[src/rtl/bloom_pkg.sv]
// bloom_pkg: operation codes, FSM states and hash seeds shared by the Bloom-filter unit.
package bloom_pkg;

    typedef enum logic [1:0] {
        INSERT = 2'b00,
        CHECK  = 2'b01,
        CLEAR  = 2'b10,
        COUNT  = 2'b11
    } bloom_op_e;

    typedef enum logic [1:0] {
        S_IDLE,
        S_HASH,
        S_CLEAR,
        S_RESP
    } bloom_state_e;

    localparam logic [31:0] SEED [8] = '{
        32'h9E3779B1, 32'h85EBCA77, 32'hC2B2AE3D, 32'h27D4EB2F,
        32'h165667B1, 32'hD3A2646C, 32'hFD7046C5, 32'hB55A4F09
    };

endpackage

[src/rtl/bloom_hash.sv]
// bloom_hash: multiplicative hash; index is the top IDX_W bits of the truncated data*SEED[h] product.
module bloom_hash
    import bloom_pkg::*;
#(
    parameter int DATA_W = 32,
    parameter int IDX_W  = 8
) (
    input  logic [DATA_W-1:0] data,
    input  logic [2:0]        h,
    output logic [IDX_W-1:0]  index
);

    logic [DATA_W-1:0] seed;
    logic [DATA_W-1:0] prod;

    always_comb begin
        seed  = DATA_W'(SEED[h]);
        prod  = data * seed;
        index = IDX_W'(prod >> (DATA_W - IDX_W));
    end

endmodule

[src/rtl/bloom_filter_unit.sv]
// bloom_filter_unit: serial-hash Bloom filter with insert/check/clear/count over a valid/ready handshake.
// Define BLOOM_STATS_EN to add insert/population counters returned by COUNT.
module bloom_filter_unit
    import bloom_pkg::*;
#(
    parameter int DATA_W = 32,
    parameter int M_BITS = 256,
    parameter int K_HASH = 3,
    parameter int CLR_W  = 32
) (
    input  logic              clk_i,
    input  logic              rst_ni,
    input  logic              req_valid_i,
    output logic              req_ready_o,
    input  logic [1:0]        op_i,
    input  logic [DATA_W-1:0] data_i,
    output logic              resp_valid_o,
    output logic [31:0]       resp_data_o,
    output logic              busy_o
);

    localparam int IDX_W = $clog2(M_BITS);
    localparam int NW    = M_BITS / CLR_W;
    localparam int WW    = NW > 1 ? $clog2(NW) : 1;

    bloom_state_e      state, state_n;
    bloom_op_e         op_q;
    logic [DATA_W-1:0] data_q;
    logic [M_BITS-1:0] bits;
    logic [2:0]        h;
    logic [WW-1:0]     w;
    logic              match;
    logic [IDX_W-1:0]  idx;
    logic              accept;
    logic              hash_last;
    logic [31:0]       stats;
    logic [31:0]       result;

    bloom_hash #(.DATA_W(DATA_W), .IDX_W(IDX_W)) u_hash (
        .data  (data_q),
        .h     (h),
        .index (idx)
    );

    assign req_ready_o  = state == S_IDLE;
    assign busy_o       = state != S_IDLE;
    assign resp_valid_o = state == S_RESP;
    assign accept       = req_valid_i && req_ready_o;
    assign hash_last    = state == S_HASH && h == 3'(K_HASH - 1);

    always_ff @(posedge clk_i) begin
        if (!rst_ni) state <= S_IDLE;
        else         state <= state_n;
    end

    always_comb begin
        state_n = state;
        case (state)
            S_IDLE:  if (req_valid_i) state_n = op_i == CLEAR ? S_CLEAR : op_i == COUNT ? S_RESP : S_HASH;
            S_HASH:  if (h == 3'(K_HASH - 1)) state_n = S_RESP;
            S_CLEAR: if (w == WW'(NW - 1)) state_n = S_RESP;
            default: state_n = S_IDLE;
        endcase
    end

    // Result is latched on entry to RESP so it stays stable until the next response.
    always_comb begin
        result = '0;
        if (state == S_HASH)      result = {31'b0, op_q == CHECK && match && bits[idx]};
        else if (state == S_IDLE) result = stats;
    end

    always_ff @(posedge clk_i) begin
        if (!rst_ni) begin
            bits        <= '0;
            h           <= '0;
            w           <= '0;
            match       <= 1'b1;
            op_q        <= INSERT;
            data_q      <= '0;
            resp_data_o <= '0;
        end else begin
            if (accept) begin
                h      <= '0;
                w      <= '0;
                match  <= 1'b1;
                op_q   <= bloom_op_e'(op_i);
                data_q <= data_i;
            end
            if (state == S_HASH) begin
                h <= h + 3'd1;
                if (op_q == INSERT) bits[idx] <= 1'b1;
                else                match     <= match & bits[idx];
            end
            if (state == S_CLEAR) begin
                bits[w*CLR_W +: CLR_W] <= '0;
                w                      <= w + 1'b1;
            end
            if (state_n == S_RESP && state != S_RESP) resp_data_o <= result;
        end
    end

`ifdef BLOOM_STATS_EN
    logic [15:0] insert_cnt;
    logic [15:0] pop_cnt;

    assign stats = {insert_cnt, pop_cnt};

    always_ff @(posedge clk_i) begin
        if (!rst_ni || (accept && op_i == CLEAR)) begin
            insert_cnt <= '0;
            pop_cnt    <= '0;
        end else if (state == S_HASH && op_q == INSERT) begin
            if (!bits[idx]) pop_cnt <= pop_cnt + 16'd1;
            if (hash_last && insert_cnt != 16'hFFFF) insert_cnt <= insert_cnt + 16'd1;
        end
    end
`else
    assign stats = '0;
`endif

endmodule

[config.mk]
export PLATFORM = sky130hd
export DESIGN_NAME = bloom_filter_unit
export DESIGN_NICKNAME = d
export VERILOG_FILES = /design/src/rtl/bloom_pkg.sv /design/src/rtl/bloom_hash.sv /design/src/rtl/bloom_filter_unit.sv
export SDC_FILE = /design/constraint.sdc
export NUM_CORES = 2
export LEC_CHECK = 0
export ABC_AREA = 0
export CAP_MARGIN = 20
export CORE_ASPECT_RATIO = 1.5
export CORE_MARGIN = 2
export CORE_UTILIZATION = 35
export DETAILED_ROUTE_END_ITERATION = 8
export PLACE_DENSITY_LB_ADDON = 0.3
export REMOVE_ABC_BUFFERS = 1
export SYNTH_ARGS = -nofsm -noshare
export SYNTH_HDL_FRONTEND = slang
export SYNTH_SLANG_ARGS = --single-unit
[constraint.sdc]
create_clock -name clk_i -period 9.2 [get_ports clk_i]
set_input_delay 1.84 -clock clk_i [delete_from_list [all_inputs] [get_ports clk_i]]
set_output_delay 1.84 -clock clk_i [all_outputs]
set_load 0.01 [all_outputs]
==> metrics.md <==
| Metric | Value |
|---|---|
| DRT Pass-1 Iters | 5 |
| Prevailing post-synth register cell | dfxtp_1 |
| Antenna violations before repair | 0 |
| Worst skew pair latency | 0.55 ns |
| Fill count | 8156 |
| Layout Nets | 4043 |
| Worst setup SP type | register |
| Core Area | 0.08104 mm² |
| DRC | 0 |
| Worst Skew | 0.02218 ns |
| First-pass GRT wire length | 140800 µm |
| Number of global-route vias before repair | 24.21k |
| Hpwl dp | 71720 µm |
| Crit path buf inv count | 8 |
| Register area | 0.006012 mm² |
| Htree depth | 2 |
| Final WL | 90710 µm |
| Share of cells above drive strength 1 | 0.1442 |
| P&R area growth vs syn | 17.69% |
| Starting Density | 0.3529 |
| Pins Over Slew Limit | 0 |
| Max cap viols | 0 |
| DRT antenna net count | 0 |
| Die Y | 354.1 µm |
| Top delay family on crit path | adder cells |
| Maximum number of pins on one net before global-route repair | 53 |
| F_max | 109.6 MHz |
| Hold_sp | bits[244] |
| Register bit total from synthesis | 300 |
| Netlist cell types | 85 |
| Final setup violation count | 0 |
| Slowest CP cell | fa_1 |
| Crit path DAT | 9.60 ns |
| Reg-to-reg startpoint | h[1] |
| Final global-route overflow total | 0 |
| Rows | 128 |
| Clk pin slew, worst setup/hold paths | 0.06 ns |
| Num CTS Buffers | 34 |
| Crit Path Max Fanout | 25 |
| Worst Tran Pin Value | 0.9466 ns |
| CTS root buf | clkbuf_16 |
| Vias after detailed routing | 23.29k |
| Max stage delay on crit path | 0.64 ns |
| Worst setup EP type | register |
| Ys Warns | 0 |
| CTS tree | yes |
| Crit path time final | 9.121 ns |
| Area of the multi-input gates | 0.02055 mm² |
| CTS Sinks | 300 |
| Top Ports | 72 |
| Die X | 237.4 µm |
| CP most frequent cell | fa_1 |
| Setup TNS | 0 ns |
| Post-synth EDFFs | 0 |
| Setup Crit Path Kind | register to register |
| Iteration-0 DRC Markers | 1502 |
| Hold/Removal Path Class | register to register |
| Sequential area share after synthesis | 0.2100 |
| DIE AREA | 0.08405 mm² |
| Critical Path RT | 9.68 ns |
| Routed WL per cell | 20.03 µm |
| Relative slew slack | 0.3665 |
| Total global-route track usage | 0.2172 |
| Ys async rst share | 0 |
| Worst Setup SP | h[1] |
| RD Place Congestion | 0.9279 |
| Status | completed |
| Antenna cells | 0 |
| IO buf count | 40 |
| Average size of a mapped cell | 8.734 µm² |
| Final Hold Vio Count | 0 |
| Mapped Cells | 3274 |
| Ratio of final minimum period to clock period | 0.9914 |
| Mapped cell area | 0.02859 mm² |
| Vias per cell | 5.142 |
| CTS Hold Bufs | 0 |
| R2R setup slack | 0.08 ns |
| Clock buffer depth | 3 |
| RSZ-0062 raised after global routing | true |
-- registers in the layout, indices dropped and copies added (netlist names) --
signal and cells:
h 3, w 3, bits 256, op_q 2, match 1, data_q 32, state 2, resp_data_o 1
-- layer usage --
metal,track usage,routed length (µm)
met5,0,0
met1,0.2479,34100
met2,0.4042,48470
met3,0.02167,3526
met4,0.1015,4618
-- worst paths after layout --
| path | to | cells past startpoint |
|---|---|---|
| max | resp_data_o[0] | 34 |
| min | bits[244] | 2 |
| max reg2reg | resp_data_o[0] | 34 |
| min reg2reg | bits[244] | 2 |
-- synth_stat cells, types with 5 or more instances --
library cell / count / area [µm²]
nand3_1: 24 / 120.1
o211ai_1: 5 / 37.54
a21oi_1: 309 / 1546
o21ai_1: 12 / 60.06
mux2_2: 7 / 78.83
mux4_2: 9 / 202.7
xnor2_1: 47 / 411.6
buf_4: 38 / 285.3
dfxtp_1: 300 / 6006
nand2_1: 325 / 1220
ha_1: 134 / 1677
xor2_1: 13 / 113.9
clkbuf_1: 167 / 626.9
nor4_1: 9 / 56.30
mux2_1: 6 / 67.56
nor2_1: 342 / 1284
fa_1: 407 / 8148
and3_1: 30 / 187.7
o21ai_0: 23 / 115.1
a22oi_1: 15 / 112.6
nor2_2: 6 / 37.54
nor3_1: 15 / 75.07
mux2i_1: 41 / 410.4
a22o_1: 6 / 52.55
nor2b_1: 123 / 769.5
o22ai_1: 9 / 56.30
a21o_1: 11 / 82.58
a211oi_1: 18 / 135.1
nand2b_1: 26 / 162.7
a221oi_1: 32 / 280.3
a32o_1: 6 / 60.06
and2_1: 197 / 1232
buf_2: 27 / 135.1
a32oi_1: 8 / 70.07
a31oi_1: 10 / 62.56
inv_1: 393 / 1475
a21boi_0: 38 / 285.3
-- stage by stage --
step	utilization	hold WS, ns	setup WS, ns	cells	instance area (µm²)
floorplan	-	0.4284	-7.960	3066	27600
global placement	0.3939	0.4396	-0.1606	4452	31920
detailed placement	0.3939	0.4504	-0.2515	4452	31920
CTS	0.4086	0.4646	0.0007834	4513	33110
global route	0.4153	0.4810	-0.2017	4528	33650
finish	0.4153	0.4606	0.07913	4528	33650
-- worst min-delay path, stage by stage, from the launching register on --
cell and delay (ns):
dfxtp_1 0.32, a21oi_1 0.04, nor2_1 0.07
-- what timing repair did --
action / CTS / global route
endpoints found under the setup margin: 18 / 250
hold endpoints to repair: 0 / 0
buffers inserted: 2 / 13
cloned: 0 / 1
pin swaps: 4 / 54
gates resized for setup: 18 / 100
-- layout by cell type, fill, tap and decap left out, drive strengths merged, types with 12 or more instances in the layout --
cell type      instances
a22oi                 15
nand3                 24
clkdlybuf4s50         39
nor2                 348
and2                 197
nand2                326
ha                   134
a21boi                41
a21oi                310
and3                  30
mux2                  13
mux4                  12
buf                  323
nand2b                26
mux2i                 41
a211oi                21
xor2                  14
xnor2                 47
o21ai                 35
conb                  31
a221oi                32
fa                   407
nor2b                123
inv                  398
nor3                  15
dfxtp                300
clkbuf                48
-- cell families after synthesis --
kind of cell | share of synthesized area
DFF | 0.2100
other | 0.0001311
adders and majority gates | 0.3436
xor gates and xnor gates | 0.02131
buffers and inverters | 0.09049
muxes | 0.02932
AOI/OAI and AO/OA | 0.1192
and+or+nand+nor | 0.1859
-- cell type report --
cell class / count / share of cell area
sequential: 300 / 0.1786
clock buffer: 47 / 0.02881
tap: 1040 / 0.03867
clock inverter: 12 / 0.003309
timing repair buffer: 363 / 0.09585
inverter: 395 / 0.04413
multi-input combinational: 2371 / 0.6106
Power is left out: the tool's default activity adds up to more than one toggle a clock period on the data nets, which glitch-free logic cannot reach.
